File: src/rtl/ecg_window_loader_if.sv
// Bundles the sample stream, window hand-off and status signals of ecg_window_loader.
// slave = loader side, master = producer/consumer side.
interface ecg_window_loader_if #(
  parameter int N_SAMPLES = 187
);
  logic [7:0]             s_data;
  logic                   s_valid;
  logic                   s_ready;
  logic                   flush;
  logic [8*N_SAMPLES-1:0] win_data;
  logic                   win_valid;
  logic                   win_ack;
  logic [7:0]             fill_cnt;
  logic [15:0]            win_total;

  modport slave (
    input  s_data, s_valid, flush, win_ack,
    output s_ready, win_data, win_valid, fill_cnt, win_total
  );

  modport master (
    output s_data, s_valid, flush, win_ack,
    input  s_ready, win_data, win_valid, fill_cnt, win_total
  );
endinterface

File: src/rtl/ecg_window_loader.sv
// Shifts ECG samples into an N_SAMPLES-byte window and holds it until acked; 1-cycle win_valid latency,
// no samples taken while a window is held. Define WIN_OVERLAP_EN to keep N_SAMPLES-HOP samples across windows.
module ecg_window_loader #(
  parameter int N_SAMPLES = 187,
  parameter int HOP       = 94
) (
  input  logic                  clk,
  input  logic                  reset,
  ecg_window_loader_if.slave    bus
);

  typedef enum logic {FILL, FULL} state_t;

`ifdef WIN_OVERLAP_EN
  localparam bit OVERLAP = 1'b1;
`else
  localparam bit OVERLAP = 1'b0;
`endif

  localparam logic [7:0] LAST   = 8'(N_SAMPLES);
  localparam logic [7:0] RELOAD = OVERLAP ? 8'(N_SAMPLES - HOP) : 8'd0;

  state_t                 state_q, state_d;
  logic [7:0]             fill_q, fill_d;
  logic [15:0]            total_q, total_d;
  logic [8*N_SAMPLES-1:0] data_q;
  logic                   run_q;
  logic                   shift;

  // run_q keeps s_ready low until the first edge after reset release
  always_ff @(posedge clk or negedge reset) begin
    if (!reset) begin
      state_q <= FILL;
      fill_q  <= 8'd0;
      total_q <= 16'd0;
      run_q   <= 1'b0;
    end else begin
      state_q <= state_d;
      fill_q  <= fill_d;
      total_q <= total_d;
      run_q   <= 1'b1;
    end
  end

  always_ff @(posedge clk or negedge reset) begin
    if (!reset) begin
      data_q <= '0;
    end else if (shift) begin
      data_q <= {data_q[8*N_SAMPLES-9:0], bus.s_data};
    end
  end

  always_comb begin
    state_d = state_q;
    fill_d  = fill_q;
    total_d = total_q;
    shift   = 1'b0;
    if (bus.flush) begin
      // flush outranks both a pending sample and an ack
      state_d = FILL;
      fill_d  = 8'd0;
    end else begin
      case (state_q)
        FILL: begin
          if (run_q && bus.s_valid) begin
            shift  = 1'b1;
            fill_d = fill_q + 8'd1;
            if (fill_q + 8'd1 == LAST) begin
              state_d = FULL;
            end
          end
        end
        FULL: begin
          if (bus.win_ack) begin
            state_d = FILL;
            total_d = total_q + 16'd1;
            fill_d  = RELOAD;
          end
        end
        default: state_d = FILL;
      endcase
    end
  end

  assign bus.s_ready   = run_q && (state_q == FILL);
  assign bus.win_valid = (state_q == FULL);
  assign bus.win_data  = data_q;
  assign bus.fill_cnt  = fill_q;
  assign bus.win_total = total_q;

endmodule

File: src/flat_wrapper.sv
// flat-port wrapper written by rule: the top's interface ports become plain ports
module ecg_window_loader_flat 
#(
  parameter int N_SAMPLES = 187,
  parameter int HOP       = 94
)
  (clk, reset, bus_s_data, bus_s_valid, bus_flush, bus_win_ack, bus_s_ready, bus_win_data, bus_win_valid, bus_fill_cnt, bus_win_total);
  ecg_window_loader_if #(.N_SAMPLES(N_SAMPLES)) bus_i ();
  input  logic clk;
  input  logic reset;
  input wire logic [$bits(bus_i.s_data)-1:0] bus_s_data;
  input wire logic [$bits(bus_i.s_valid)-1:0] bus_s_valid;
  input wire logic [$bits(bus_i.flush)-1:0] bus_flush;
  input wire logic [$bits(bus_i.win_ack)-1:0] bus_win_ack;
  output wire logic [$bits(bus_i.s_ready)-1:0] bus_s_ready;
  output wire logic [$bits(bus_i.win_data)-1:0] bus_win_data;
  output wire logic [$bits(bus_i.win_valid)-1:0] bus_win_valid;
  output wire logic [$bits(bus_i.fill_cnt)-1:0] bus_fill_cnt;
  output wire logic [$bits(bus_i.win_total)-1:0] bus_win_total;
  assign bus_i.s_data = bus_s_data;
  assign bus_i.s_valid = bus_s_valid;
  assign bus_i.flush = bus_flush;
  assign bus_i.win_ack = bus_win_ack;
  assign bus_s_ready = bus_i.s_ready;
  assign bus_win_data = bus_i.win_data;
  assign bus_win_valid = bus_i.win_valid;
  assign bus_fill_cnt = bus_i.fill_cnt;
  assign bus_win_total = bus_i.win_total;
  ecg_window_loader #(.N_SAMPLES(N_SAMPLES), .HOP(HOP)) u_core (.clk(clk), .reset(reset), .bus(bus_i));
endmodule
File: config.mk
export PLATFORM = sky130hd
export DESIGN_NAME = ecg_window_loader_flat
export DESIGN_NICKNAME = d
export VERILOG_FILES = /design/src/rtl/ecg_window_loader_if.sv /design/src/rtl/ecg_window_loader.sv /design/src/flat_wrapper.sv
export SDC_FILE = /design/constraint.sdc
export NUM_CORES = 2
export LEC_CHECK = 0
export ABC_CLOCK_PERIOD_IN_PS = 5680
export CAP_MARGIN = 5
export CORE_AREA = 2 2 597 599
export DETAILED_ROUTE_END_ITERATION = 12
export DIE_AREA = 0 0 599 601
export GPL_TIMING_DRIVEN = 1
export PLACE_DENSITY = 0.3
export SETUP_SLACK_MARGIN = 0.15
export SLEW_MARGIN = 10
export SYNTH_ARGS = -nofsm -noshare
export SYNTH_HDL_FRONTEND = slang
export SYNTH_SLANG_ARGS = --single-unit
File: constraint.sdc
create_clock -name clk -period 5.68 [get_ports clk]
set_clock_uncertainty 0.15 [all_clocks]
set_input_delay 1.136 -clock clk [delete_from_list [all_inputs] [get_ports clk]]
set_output_delay 1.136 -clock clk [all_outputs]
set_load 0.005 [all_outputs]
==> Word level (Yosys, flattened, before mapping) <==
Index checks and enable logic that the tools add are counted.
{ "op_classes": {"mux": 12, "n_bitwise": 2, "n_addsub": 2, "n_eq_ne": 3, "reduce_logical": 4} }
{ "op_table": {"columns": ["cell", "count"], "rows": [
  ["8-bit two-way mux", 3],
  ["16-bit by 1-bit adder with 16-bit output, second input constant", 1],
  ["8-bit one-hot mux with 2 select lines", 1],
  ["8-bit by 1-bit adder with 8-bit output, second input constant", 1],
  ["8-bit equality test, second input constant", 1],
  ["1-bit two-way mux", 7],
  ["3-bit by 2-bit inequality test with 1-bit output, second input constant", 1],
  ["3-bit inequality test, second input constant", 1],
  ["3-bit AND reduction", 1],
  ["1-bit logical AND", 2],
  ["1-bit NOT", 2],
  ["1-bit one-hot mux with 2 select lines", 1],
  ["2-bit AND reduction", 1]
]} }
{ "word_totals": {"word_cells": 28, "input_bits": 13, "regBits": 1522} }

==> Logic depth before layout (Yosys ltp) <==
{ "logic_depth": {"ltp_word": 6, "depth_mapped": 7, "ltp_nobuf": 5} }

==> Worst setup path before layout <==
No wires, ideal clock.
{ "synth_timing": {"path_kind": "input to register", "from": "input port bus_s_valid", "to": "register u_core.state_q, in the netlist u_core.bus.win_valid", "setup_time_ns": 0.095, "slack_ns": 3.318, "stages": 6, "arrival_ns": 2.116, "path_buffers": 2, "cell_sequence": "nand2_1 -> nor3_2 -> buf_2 -> buf_2 -> o2111ai_1 -> o31ai_1"} }
{ "synth_via": {"elab_chain_cells": 4} }
{ "synth_lines": {"columns": ["item", "line_no", "rtl"], "rows": [
  ["start: declaration", "flat_wrapper.sv:12", "input wire logic [$bits(bus_i.s_valid)-1:0] bus_s_valid;"],
  ["1-bit logical AND", "ecg_window_loader.sv:65", "if (run_q && bus.s_valid) begin"],
  ["1-bit two-way mux", "ecg_window_loader.sv:65", null],
  ["1-bit one-hot mux with 2 select lines", "ecg_window_loader.sv:63", "case (state_q)"],
  ["1-bit two-way mux", "ecg_window_loader.sv:58", "if (bus.flush) begin"],
  ["via u_core.state_d", "ecg_window_loader.sv:23", "state_t state_q, state_d;"],
  ["end signal: assignment", "ecg_window_loader.sv:38", "state_q <= state_d;"],
  ["end: declaration", "ecg_window_loader.sv:23", null]
]} }
The timed path passes the listed nets, and every way through them passes these cells.
A chain may end at the register's enable or synchronous reset.

==> Final worst setup path <==
{ "layout_timing": {"from": "register u_core.state_q, in the netlist u_core.bus.win_valid", "to": "output port bus_win_valid"} }
{ "layout_rtl": {"columns": ["item", "line_no", "rtl"], "rows": [
  ["end: declaration", "flat_wrapper.sv:17", "output wire logic [$bits(bus_i.win_valid)-1:0] bus_win_valid;"]
]} }
No word-level cell between the ends.

==> impl_results.md <==
- CTS tree: built
- Critical Path End Type: output port
- Max-cap check violation count: 0
- Congestion Overflow GR: 0
- Reg area: 38100 um2
- Hold Path Class: primary input to async pin
- Met3 GRT Util: 0.0581
- Fin crit period: 3.56 ns
- Wire length of the first global-routing pass: 402000 um
- Post-CTS Resized: 0
- Pwr dens: 296 nW/um2
- Ys Warns: 0
- Peak fanout along the critical path: 9
- Max clock buf depth: 4
- Max-slew headroom: 0.248
- Final cycle utilization of the critical path: 0.627
- NetSw: 6.18 mW
- Fillcell total: 38700
- Die area: 360000 um2
- Synth Area per Inst: 8.85 um2
- Worst Path Required: 4.39 ns
- Crit-path max cell delay: 0.82 ns
- VDD IR-drop max: 255 uV
- Slew @ Worst Pin: 1.13 ns
- Vias in the first global route: 49000
- Internal Pwr Total: 18.9 mW
- LEAKAGE: 42.8 nW
- Final Max Slew Viols: 0
- Critical-path top delay cell: clkdlybuf4s50_1
- Type of origin of the critical path: register
- Comb pwr share: 0.040
- Clock power share: 0.518
- Sequential Power Share: 0.442
- Routability cong.: 0.797
- Post-synthesis cell type count: 37
- Post-Syn Area: 57100 um2
- Synthesized net count: 6468
- Hold buffer count at CTS: 0
- Synthesized netlist cell count: 6452
- GRT busiest layer: met2
- Initial drt markers: 2887
- Htree depth: 4
- GR Util met1: 0.172
- Area growth syn-to-layout: 48.0%
- Final hold viol count: 0
- DR WL/cell: 22.4 um
- Top achievable clock speed: 0.281 GHz
- RSZ-0062 raised after global routing: no
- Clock sinks: 1522
- DP Area: 77900 um2
- # nets final: 7946
- Clk root buf: clkbuf_16
- Met2 Use GR: 0.272
- Critical Path, Cell by Cell: clkdlybuf4s50_1
- Avg Vias per Cell: 3.71
- PortBufs: 1534
- Via count: 47600
- Drt total wl: 287000 um
- Fin Setup TNS: 0 ns
- I/O pin count: 1535
- CP top delay family: buffers and inverters
- Drt drc: 0
- Initial Utilization: 0.161
- Share of cells above drive strength 1: 0.0466
- Core area: 354000 um2
- WHS: 0.0973 ns
- Worst path bufs/invs: 1
- Final core utilization: 0.239
- Seq/Total Area, Yosys: 0.667
- Seq cells post-synth: 1522
- Row cnt: 219
- First-pass DRT Iterations: 7
- Die width: 599 um
- Final antenna-violating net count: 0
- Largest net degree at the start of global routing: 179
- Clk_lat worst skew: 0.91 ns
- Initial antenna violation count: 7
- CP arrival: 2.28 ns
- Post-Layout Inst Area: 84500 um2
- GRT Util Overall: 0.155
- Final Setup Violations: 0
- CTS Buf Count: 205
- Pre-CTS setup slack: 1.53 ns
- Worst Setup Slack, final: 2.12 ns
- Multi-input gate area: 17500 um2
- Post CTS Setup Buffer Count: 0
- Status: finished, final reports clean
- Net Sw Frac: 0.247
- WS Path Type: register to output port
- Post-detail-place hpwl: 210000 um
- Clock-pin slew on the worst setup and hold paths: 0.07 ns
- Die Y-Extent: 601 um
## metal layers
metal | share of wire | up-vias
met3 | 0.087 | 332
met4 | 0.033 | 4
met1 | 0.38 | 23600
met2 | 0.50 | 1251
li1 | - | 22500
met5 | 0.000094 | -
## cell usage after synthesis, drive strengths merged
| cell type | count | area, um2 |
|---|---|---|
| nor3b | 1 | 7.51 |
| nor4 | 2 | 12.5 |
| nand4 | 7 | 43.8 |
| a21boi | 1 | 7.51 |
| clkbuf | 113 | 424 |
| a21oi | 3 | 15.0 |
| nand4b | 1 | 8.76 |
| or3 | 1 | 6.26 |
| conb | 1 | 3.75 |
| o41ai | 1 | 8.76 |
| inv | 3 | 11.3 |
| dfrtp | 1522 | 38100 |
| a211oi | 1 | 7.51 |
| o31ai | 2 | 15.0 |
| nand3 | 9 | 45.0 |
| nor2b | 1 | 6.26 |
| nand3b | 1 | 7.51 |
| nand2 | 4501 | 16900 |
| ha | 3 | 37.5 |
| nor2 | 6 | 22.5 |
| a311oi | 1 | 8.76 |
| o21a | 1 | 7.51 |
| or3b | 1 | 8.76 |
| and3 | 3 | 18.8 |
| or2 | 2 | 12.5 |
| o2111ai | 1 | 8.76 |
| and4 | 1 | 8.76 |
| xnor2 | 12 | 105 |
| nor3 | 5 | 30.0 |
| a31oi | 3 | 18.8 |
| and3b | 1 | 8.76 |
| o21ai | 11 | 55.1 |
| nand4bb | 1 | 11.3 |
| buf | 224 | 1100 |
| xor2 | 5 | 43.8 |
## per-stage QoR
stage	cells	total power [mW]
6_report	12800	25.1
5_1_grt	12800	26.2
4_1_cts	12800	25.7
3_5_place_dp	12500	12.3
3_3_place_gp	12500	12.3
2_1_floorplan	6452	11.6
## area by class of cell
class | instances | share of cell area
Timing Repair Buffer | 1608 | 0.194
Clock inverter | 33 | 0.00441
Tap cell | 4751 | 0.0703
Antenna cell | 1 | 0.0000296
Clock buffer | 331 | 0.0735
Multi-Input combinational cell | 4590 | 0.207
Inverter | 3 | 0.000133
Sequential cell | 1522 | 0.451
## state kept, by name (all words and copies together) (netlist names)
signal                cells
u_core.bus.win_data    1496
u_core.bus.win_total     16
u_core.bus.fill_cnt       8
u_core.bus.win_valid      1
u_core.run_q              1
## final timing paths
path	startpoint	endpoint	slack [ns]	cells past startpoint
max in group asynchronous	reset	u_core.bus.win_data[367]$_DFFE_PN0P_	3.83	2
worst min register to register	u_core.bus.win_data[882]$_DFFE_PN0P_	u_core.bus.win_data[890]$_DFFE_PN0P_	0.30	2
worst max register to register	u_core.bus.win_valid$_DFF_PN0_	u_core.bus.win_data[528]$_DFFE_PN0P_	2.62	5
worst min-delay path	reset	u_core.bus.win_data[483]$_DFFE_PN0P_	0.1	1
min in group clk	u_core.bus.win_data[882]$_DFFE_PN0P_	u_core.bus.win_data[890]$_DFFE_PN0P_	0.30	2
worst max-delay path	u_core.bus.win_valid$_DFF_PN0_	bus_win_valid	2.12	1
## kinds of logic (layout without fill, tap and decap cells)
| logic type | after synthesis | in the layout | share of synthesized area |
|---|---|---|---|
| fa+ha+maj | 3 | 3 | 0.000657 |
| simple gates | 4544 | 4544 | 0.300 |
| compound gates | 25 | 25 | 0.00267 |
| flops | 1522 | 1522 | 0.667 |
| buf+inv | 340 | 1975 | 0.0268 |
| xor+xnor | 17 | 17 | 0.00261 |
| other cells | 1 | 2 | 0.0000657 |
## layout by cell type, fill, tap and decap left out, types with 6 or more instances in the layout
| cell | netlist | final |
|---|---|---|
| nand2_1 | 4501 | 4501 |
| clkdlybuf4s50_1 | 0 | 1533 |
| dfrtp_1 | 1522 | 1522 |
| clkbuf_16 | 0 | 207 |
| clkbuf_1 | 113 | 67 |
| clkbuf_8 | 0 | 57 |
| buf_4 | 0 | 38 |
| buf_12 | 0 | 36 |
| clkinv_2 | 0 | 18 |
| xnor2_1 | 12 | 12 |
| o21ai_0 | 11 | 11 |
| nand3_1 | 9 | 9 |
| nand4_1 | 7 | 7 |
| nor2_1 | 6 | 6 |
## power groups by stage
stage | clock network (mW) | logic [mW] | registers (mW)
after floorplan | 0 | 0.311 | 11.2
after global placement | 0 | 1.07 | 11.3
after detailed placement | 0 | 1.06 | 11.3
after CTS | 13.6 | 1.07 | 11.1
after global routing | 14.0 | 1.13 | 11.1
final | 13.0 | 1.01 | 11.1
(Power assumes the default switching activity.)
